--- config.mk ---
export PLATFORM = sky130hd
export DESIGN_NAME = sipo_deserializer
export DESIGN_NICKNAME = d
export VERILOG_FILES = /design/src/rtl/sipo_deserializer.sv
export SDC_FILE = /design/constraint.sdc
export NUM_CORES = 1
export LEC_CHECK = 0
export ABC_AREA = 1
export BUFFER_PORTS_ARGS = -buffer_cell sky130_fd_sc_hd__buf_2
export CAP_MARGIN = 0
export CORE_MARGIN = 2
export CORE_UTILIZATION = 51
export DETAILED_ROUTE_END_ITERATION = 10
export GPL_ROUTABILITY_DRIVEN = 0
export GPL_TIMING_DRIVEN = 0
export PLACE_DENSITY_LB_ADDON = 0.3
export SYNTH_ARGS = -nofsm -noshare
export SYNTH_HDL_FRONTEND = slang
export SYNTH_SLANG_ARGS = --single-unit
--- constraint.sdc ---
create_clock -name clk -period 4 [get_ports clk]
set_clock_uncertainty 0.2 [all_clocks]
set_input_delay 0.2 -clock clk [delete_from_list [all_inputs] [get_ports clk]]
set_output_delay 0.2 -clock clk [all_outputs]
set_load 0.1 [all_outputs]
--- src/rtl/sipo_deserializer.sv ---
// Serial-in/parallel-out receiver: assembles n-bit words from a strobed bit stream
// and buffers one complete word behind a valid/ready holding register.
module sipo_deserializer #(
  parameter int n = 4
) (
  input  logic                          clk,
  input  logic                          reset_n,
  input  logic                          serial_in,
  input  logic                          shift_en,
  input  logic                          dir,
  input  logic                          clear,
  input  logic                          rd_ready,
  output logic [n-1:0]                  Q,
  output logic                          valid,
  output logic                          busy,
  output logic [((n > 1) ? $clog2(n) : 1)-1:0] bit_cnt,
  output logic                          overrun
);

  localparam int CW = (n > 1) ? $clog2(n) : 1;

  logic [n-1:0]  sr_reg, sr_next;
  logic [CW-1:0] cnt_reg, cnt_next;
  logic          dir_q_reg, dir_q_next;
  logic [n-1:0]  q_reg, q_next;
  logic          valid_reg, valid_next;
  logic          overrun_reg, overrun_next;

  logic          eff_dir;
  logic          last_bit;
  logic [n-1:0]  shift_left;
  logic [n-1:0]  shift_right;
  logic [n-1:0]  shifted;

  // The first bit of a word uses the live dir input, later bits the latched copy.
  assign eff_dir  = (cnt_reg == '0) ? dir : dir_q_reg;
  assign last_bit = (cnt_reg == CW'(n - 1));

  genvar gi;
  generate
    for (gi = 0; gi < n; gi++) begin : g_shift
      if (gi == 0) begin : g_lo
        assign shift_left[gi]  = serial_in;
        assign shift_right[gi] = sr_reg[gi+1];
      end else if (gi == n - 1) begin : g_hi
        assign shift_left[gi]  = sr_reg[gi-1];
        assign shift_right[gi] = serial_in;
      end else begin : g_mid
        assign shift_left[gi]  = sr_reg[gi-1];
        assign shift_right[gi] = sr_reg[gi+1];
      end
    end
  endgenerate

  assign shifted = eff_dir ? shift_right : shift_left;

  always_comb begin
    sr_next      = sr_reg;
    cnt_next     = cnt_reg;
    dir_q_next   = dir_q_reg;
    q_next       = q_reg;
    overrun_next = overrun_reg;
    valid_next   = (valid_reg && rd_ready) ? 1'b0 : valid_reg;

    if (clear) begin
      sr_next      = '0;
      cnt_next     = '0;
      overrun_next = 1'b0;
    end else if (shift_en) begin
      sr_next = shifted;
      if (cnt_reg == '0) begin
        dir_q_next = dir;
      end
      if (last_bit) begin
        cnt_next = '0;
        // A read in the same cycle frees the holding register for the new word.
        if (!valid_reg || rd_ready) begin
          q_next     = shifted;
          valid_next = 1'b1;
        end else begin
          overrun_next = 1'b1;
        end
      end else begin
        cnt_next = cnt_reg + CW'(1);
      end
    end
  end

  always_ff @(posedge clk or negedge reset_n) begin
    if (!reset_n) begin
      sr_reg      <= '0;
      cnt_reg     <= '0;
      dir_q_reg   <= 1'b0;
      q_reg       <= '0;
      valid_reg   <= 1'b0;
      overrun_reg <= 1'b0;
    end else begin
      sr_reg      <= sr_next;
      cnt_reg     <= cnt_next;
      dir_q_reg   <= dir_q_next;
      q_reg       <= q_next;
      valid_reg   <= valid_next;
      overrun_reg <= overrun_next;
    end
  end

  assign Q       = q_reg;
  assign valid   = valid_reg;
  assign overrun = overrun_reg;
  assign busy    = (cnt_reg != '0);
  assign bit_cnt = cnt_reg;

endmodule

Word level (Yosys, flattened, before mapping)
Index checks and enable logic that the tools add are counted.
W data, S select, Z words.
{"block": "word_totals", "regBits": 13, "inputBits": 7, "output_inout_bits": 9, "word_cells": 36}
{"block": "op_classes", "add_sub_neg": 1, "n_eq_ne": 2, "mux": 16, "n_bitwise": 1, "reduce_logical": 10}
{"cell": "$mux W4", "n": 3}
{"cell": "$mux W1", "n": 10}
{"cell": "$mux W2", "n": 3}
{"cell": "$reduce_bool A2 Y1", "n": 3}
{"cell": "$reduce_and A4 Y1", "n": 1}
{"cell": "$reduce_and A3 Y1", "n": 1}
{"cell": "$add A2 B1 Y2 const B", "n": 1}
{"cell": "$eq A2 B2 Y1 const B", "n": 1}
{"cell": "$logic_not A2 Y1", "n": 1}
{"cell": "$ne A2 B2 Y1 const B", "n": 1}
{"cell": "$reduce_and A2 Y1", "n": 1}
{"cell": "$logic_and A1 B1 Y1", "n": 1}
{"cell": "$logic_not A1 Y1", "n": 1}
{"cell": "$logic_or A1 B1 Y1", "n": 1}
{"cell": "$not A1 Y1", "n": 1}

Longest topological paths before layout
Gate-level depths: netlist (run 1).
{"block": "depth", "ltp_word": 6, "mapped_depth": 7, "ltp_nobuf": 7}

Least setup slack after synthesis (run 1)
OpenSTA, ideal clock, no wires.
{"block": "synth_timing", "path_type": "register to register", "from": "reg cnt_reg[0] (netlist: bit_cnt[0])", "to": "reg q_reg[0] (netlist: Q[0])", "setup_time_ns": 0.068, "arrival_ns": 2.153, "required_time_ns": 3.732, "setup_slack_ns": 1.580, "path_stages_with_launch": 8, "n_path_buf": 0, "period_less_slack_ns": 2.420, "path_cell_list": "dfrtp_1 > inv_1 > ha_1 > inv_2 > nand2_1 > nand3_1 > nand3_1 > nand2_1"}
{"block": "synth_via", "elab_chain_cells": 3, "elab_cells_between_ends": 5, "classes_between": "eq/ne (1); mux (2); reduce/logical (2)"}
{"item": "from (decl)", "line_no": "23", "text": "logic [CW-1:0] cnt_reg, cnt_next;"}
{"item": "from (signal assigned)", "line_no": "99", "text": "cnt_reg <= cnt_next;"}
{"item": "$logic_not A2 Y1", "line_no": "36", "text": "assign eff_dir = (cnt_reg == '0) ? dir : dir_q_reg;"}
{"item": "$mux W1"}
{"item": "$mux W4", "line_no": "55", "text": "assign shifted = eff_dir ? shift_right : shift_left;"}
{"item": "to (signal assigned)", "line_no": "101", "text": "q_reg <= q_next;"}
{"item": "to (decl)", "line_no": "25", "text": "logic [n-1:0] q_reg, q_next;"}
Parallel ways exist; a longest one is shown, timed or not.
A chain may end at the register's enable or synchronous reset.

Worst setup path after layout (run 1)
{"block": "layout_timing", "from": "reg cnt_reg[0] (netlist: bit_cnt[0])", "to": "out busy"}
{"block": "layout_via", "elab_chain_cells": 1}
{"item": "$reduce_bool A2 Y1", "line_no": "110", "text": "assign busy = (cnt_reg != '0);"}
{"item": "to (decl)", "line_no": "15", "text": "output logic busy,"}
Every way passes these cells.

==> results of run 1 <==
==> through the flow <==
| stage | area (um^2) | util | power, mW |
|---|---|---|---|
| 3_5_place_dp | 778 | 0.613 | 0.287 |
| 6_report | 815 | 0.642 | 0.366 |
| 4_1_cts | 815 | 0.642 | 0.369 |
| 5_1_grt | 815 | 0.642 | 0.386 |
| 3_3_place_gp | 778 | 0.613 | 0.283 |
| 2_1_floorplan | 684 | - | 0.261 |
==> synthesized netlist by cell type, drive strengths merged <==
cell type and n:
nor2 3, ha 3, nand2 27, nand3 19, o21ai 3, dfrtp 13
inv 16
==> where the power goes <==
group	internal, mW	total [mW]	switching (mW)
clock	0.0388	0.0815	0.0427
combinational	0.0249	0.133	0.108
sequential	0.145	0.152	0.00770
==> routing by layer <==
layer  wire (um)  vias to the layer above  GRT usage
met5           0                        -          0
met4          31                        0     0.0750
met3          57                        5     0.0652
met2         621                       13      0.321
met1         558                      263      0.235
li1            -                      303          -
==> kinds of logic after synthesis <==
family,count (synthesis),synth area share
buffers and inverters,16,0.0878
AOI/OAI and AO/OA,3,0.0219
and+or+nand+nor,49,0.360
DFF,13,0.475
adders and majority gates,3,0.0549
==> final cells by class <==
type / instances / area [um^2] / share of cell area
Tap cell: 15 / 18.8 / 0.0230
Multi-Input combinational cell: 55 / 299 / 0.367
Clock buffer: 4 / 26.3 / 0.0323
Sequential cell: 13 / 325 / 0.399
Inverter: 16 / 60.1 / 0.0737
Timing Repair Buffer: 16 / 85.1 / 0.104
==> worst register-to-register path: stages, from the launching register on <==
cell and delay [ns]:
dfrtp_1 0.42, inv_1 0.09, ha_1 0.21, inv_2 0.07, nand2_1 0.11, nand3_1 0.12, nand3_1 0.10, nand2_1 0.05
==> worst min-delay path by stage <==
stage | slack (ns) | end | cells after the start
after floorplan | -0.30 | Q[0] | 0
after global placement | -0.10 | overrun | 1
after detailed placement | -0.10 | overrun | 1
after CTS | 0.007 | valid | 4
after global routing | 0.04 | valid | 4
final | -0.002 | valid | 4
==> repair_timing <==
action / CTS / global route
endpoints found under the setup margin: 0 / 0
endpoints found under the hold margin: 13 / 0
hold buffers: 1 / 0
==> results.toml, run 1 <==
[timing]
whs_ns = -0.00153
fin_ws_ns = 2.09
fmaxAchievable_mhz = 522
fin_tns_setup_ns = 0
worst_slew_pin_slew_ns = 0.485
relSlewSlack = 0.679
drv_slew = 0
setup_viol = 0
fin_crit_sh = 0.478
rsz0062_at_grt = "false"
fin_crit_ns = 1.91
final_hold_viol_count = 1

[clock_tree]
clk_latency_ns = 0.28
cts_resized = 0
clkTransAtPathRegs_ns = 0.07
clock-sinks = 13
clock_path_buffers = 2
cts_tree = "done"
cts_root_buf = "clkbuf_4"
numCtsBuffers = 3
htree_levels = 1
postCtsSetupRepairBufs = 0

[critical_path]
crit_required_ns = 3.60
critPathCapture = "busy"
path_delay_family = "buffers and inverters"
timing.rr.start = "bit_cnt[0]"
max_stage_delay_ns = 0.42
worstPathArrival_ns = 1.51
path_class = "register to primary output"
rrSetupSlack_ns = 2.53
start_kind = "register"
path_cells = "inv_1 > ha_1 > inv_2 > buf_2"
reg2reg_to = "Q[2]"
worst_setup_path_startpoint = "bit_cnt[0]"
critical_path.slowest_cell = "buf_2"
setup.worst_path.end_class = "primary output"
cp.depth = 4
crit_path_max_fanout = 5
critPathBufInv = 3
reg2regPathDepth = 7

[placed_design]
portBuffers = 15
place_ws_ns = 2.39
dp.cells = 114
hpwl_um = 1030

[grt]
antenna_found_initial = 0
grt_max_degree = 14
globalRoute.totalOverflow = 0
grt_first_pass_wirelength_um = 2080
track_usage = 0.196
grt_pass1_vias = 512

[routing]
firstDrtPassIters = 4
vias = 584
antenna_left = 0
drc = 0
viasPerCell = 4.91
drt_iter0_markers = 8
drt_wl_total_um = 1270
post_drt_wl_per_cell_um = 10.7

[job]
cap_violations = 0

[power_and_ir_drop]
p_leak_nw = 0.490
vdd_drop_max_uv = 223
power_per_cell_area_nw_per_um2 = 450

[yosys]
synth_area_leaders = "dfrtp_1, nand2_1, nand3_1, inv_1, ha_1"
syn_area_um2 = 684
synth_seq_cells = 13
netlist_instances = 84
synth_top_area_frac = 0.475
yosysSeqAreaShare = 0.475
ys_warn_count = 0
synth_area_per_cell_um2 = 8.15
synth_cell_types = 13
synth_top_area_cell = "dfrtp_1"
synthesis.nets = 94

[finish]
fin_nets = 115
final_common_cell = "nand2_1"
mostFrequentLayoutCells = "nand2_1, nand3_1, buf_2, dfrtp_1, inv_1"
fill_cells = 105
diodes = 0
areaGrowthSynthToFinish_pct = 19.0
finalNonFillerCells = 119
drive_gt1_frac = 0.260

[worst_hold_path]
worstHoldStart = "rd_ready"
hold_class = "primary input to register"

[floorplan]
start_util = 0.539
die_x_um = 40.6
num_rows = 13
io_pins = 16
die_h_um = 40.6
die-area_um2 = 1650
coreArea_um2 = 1270

[run_status]
violations = "negative hold slack"
status = "finished with violations"
(Power assumes the default switching activity.)
==> run 2: changes to the inputs <==
- CORE_UTILIZATION: 51 -> 50
- clock period: 4 -> 1.9 ns (I/O delays scaled with it)
==> results.toml, run 2 (same netlist as run 1, synthesis figures left out) <==
[clock_tree]
postCtsSetupRepairBufs = 0
clkTransAtPathRegs_ns = 0.08
cts_resized = 0
numCtsBuffers = 3
htree_levels = 1
clock_path_buffers = 2
hold_buffers = 5
cts_tree = "done"
clock-sinks = 13
cts_root_buf = "clkbuf_4"
clk_latency_ns = 0.28

[routing]
post_drt_wl_per_cell_um = 11.1
vias = 599
drc = 0
antenna_left = 0
drt_wl_total_um = 1370
firstDrtPassIters = 4
viasPerCell = 4.87
drt_iter0_markers = 20

[power_and_ir_drop]
power_mw = 0.783
power_per_cell_area_nw_per_um2 = 906
vdd_drop_max_uv = 400
p_leak_nw = 0.506

[finish]
post-route-util = 0.673
mostFrequentLayoutCells = "nand2_1, nand3_1, buf_2, dfrtp_1, inv_1"
fin_nets = 119
final_common_cell = "nand2_1"
fill_cells = 110
drive_gt1_frac = 0.269
areaGrowthSynthToFinish_pct = 26.3
fin_area_um2 = 865
finalNonFillerCells = 123
diodes = 0

[job]
cap_violations = 0

[floorplan]
die_h_um = 41.0
num_rows = 13
io_pins = 16
start_util = 0.533
coreArea_um2 = 1280
die-area_um2 = 1680
die_x_um = 41.0

[critical_path]
path_class = "register to primary output"
rrSetupSlack_ns = 0.13
reg2regPathDepth = 4
crit_required_ns = 1.60
worstPathArrival_ns = 1.51
reg2reg_to = "valid"
crit_path_max_fanout = 5
timing.rr.start = "bit_cnt[0]"
start_kind = "register"
setup.worst_path.end_class = "primary output"

[run_status]
status = "finished, final reports clean"

[grt]
grt_max_degree = 14
grt_pass1_vias = 522
antenna_found_initial = 0
globalRoute.totalOverflow = 0
track_usage = 0.196
grt_first_pass_wirelength_um = 2090

[timing]
relSlewSlack = 0.678
rsz0062_at_grt = "false"
drv_slew = 0
fmaxAchievable_mhz = 553
fin_tns_setup_ns = 0
fin_ws_ns = 0.0905
fin_crit_ns = 1.81
whs_ns = 0.0190
final_hold_viol_count = 0
fin_crit_sh = 0.952
worst_slew_pin_slew_ns = 0.487
setup_viol = 0

[worst_hold_path]
min_path_cells = 4
worstHoldStart = "shift_en"
holdPathEnd = "bit_cnt[0]"
hold_class = "primary input to register"

[placed_design]
portBuffers = 15
hpwl_um = 1050
place_area_um2 = 788
place_ws_ns = 0.373
dp.cells = 114
run 2: cell count changes in the layout (fill, tap and decap cells not counted):
cell / change
dlygate4sd3_1: +4
dfrtp_1: -2
dfrtp_4: +2
inv_2: -1
inv_4: +1
run 2: report_power, final:
| group | internal, mW | leakage [nW] | switching, mW |
|---|---|---|---|
| sequential | 0.306 | 0.172 | 0.0165 |
| clock | 0.0815 | 0.0150 | 0.0917 |
| combinational | 0.0573 | 0.319 | 0.230 |
run 2: worst max-delay path by stage:
| stage | to | start | cells after the start | slack [ns] |
|---|---|---|---|---|
| global route | busy | bit_cnt[0] | 4 | 0.05 |
| floorplan | Q[0] | bit_cnt[0] | 7 | 0.04 |
| detailed placement | Q[0] | bit_cnt[0] | 7 | 0.37 |
| global placement | sr_reg[3] | bit_cnt[0] | 7 | 0.38 |
| finish | busy | bit_cnt[0] | 4 | 0.09 |
| CTS | busy | bit_cnt[0] | 4 | 0.09 |
run 2: cell type report:
class                           instances  area, um^2  share of cell area
Sequential cell                        13         333               0.385
Multi-Input combinational cell         55         299               0.346
Timing Repair Buffer                   20         125               0.145
Inverter                               16        62.6              0.0724
Clock buffer                            4        26.3              0.0304
Tap cell                               15        18.8              0.0217
run 2: metal layers:
layer	part of all wire	track usage	wire length (um)	up-vias
met5	0	0	0	-
met1	0.42	0.244	582	264
met4	0.020	0.100	27	0
met2	0.51	0.309	695	17
li1	-	-	-	313
met3	0.047	0.0489	65	5
run 2: worst max-delay path, stage by stage, from the launching register on:
cell	delay [ns]
dfrtp_4	0.44
inv_1	0.06
ha_1	0.24
inv_4	0.08
buf_2	0.42
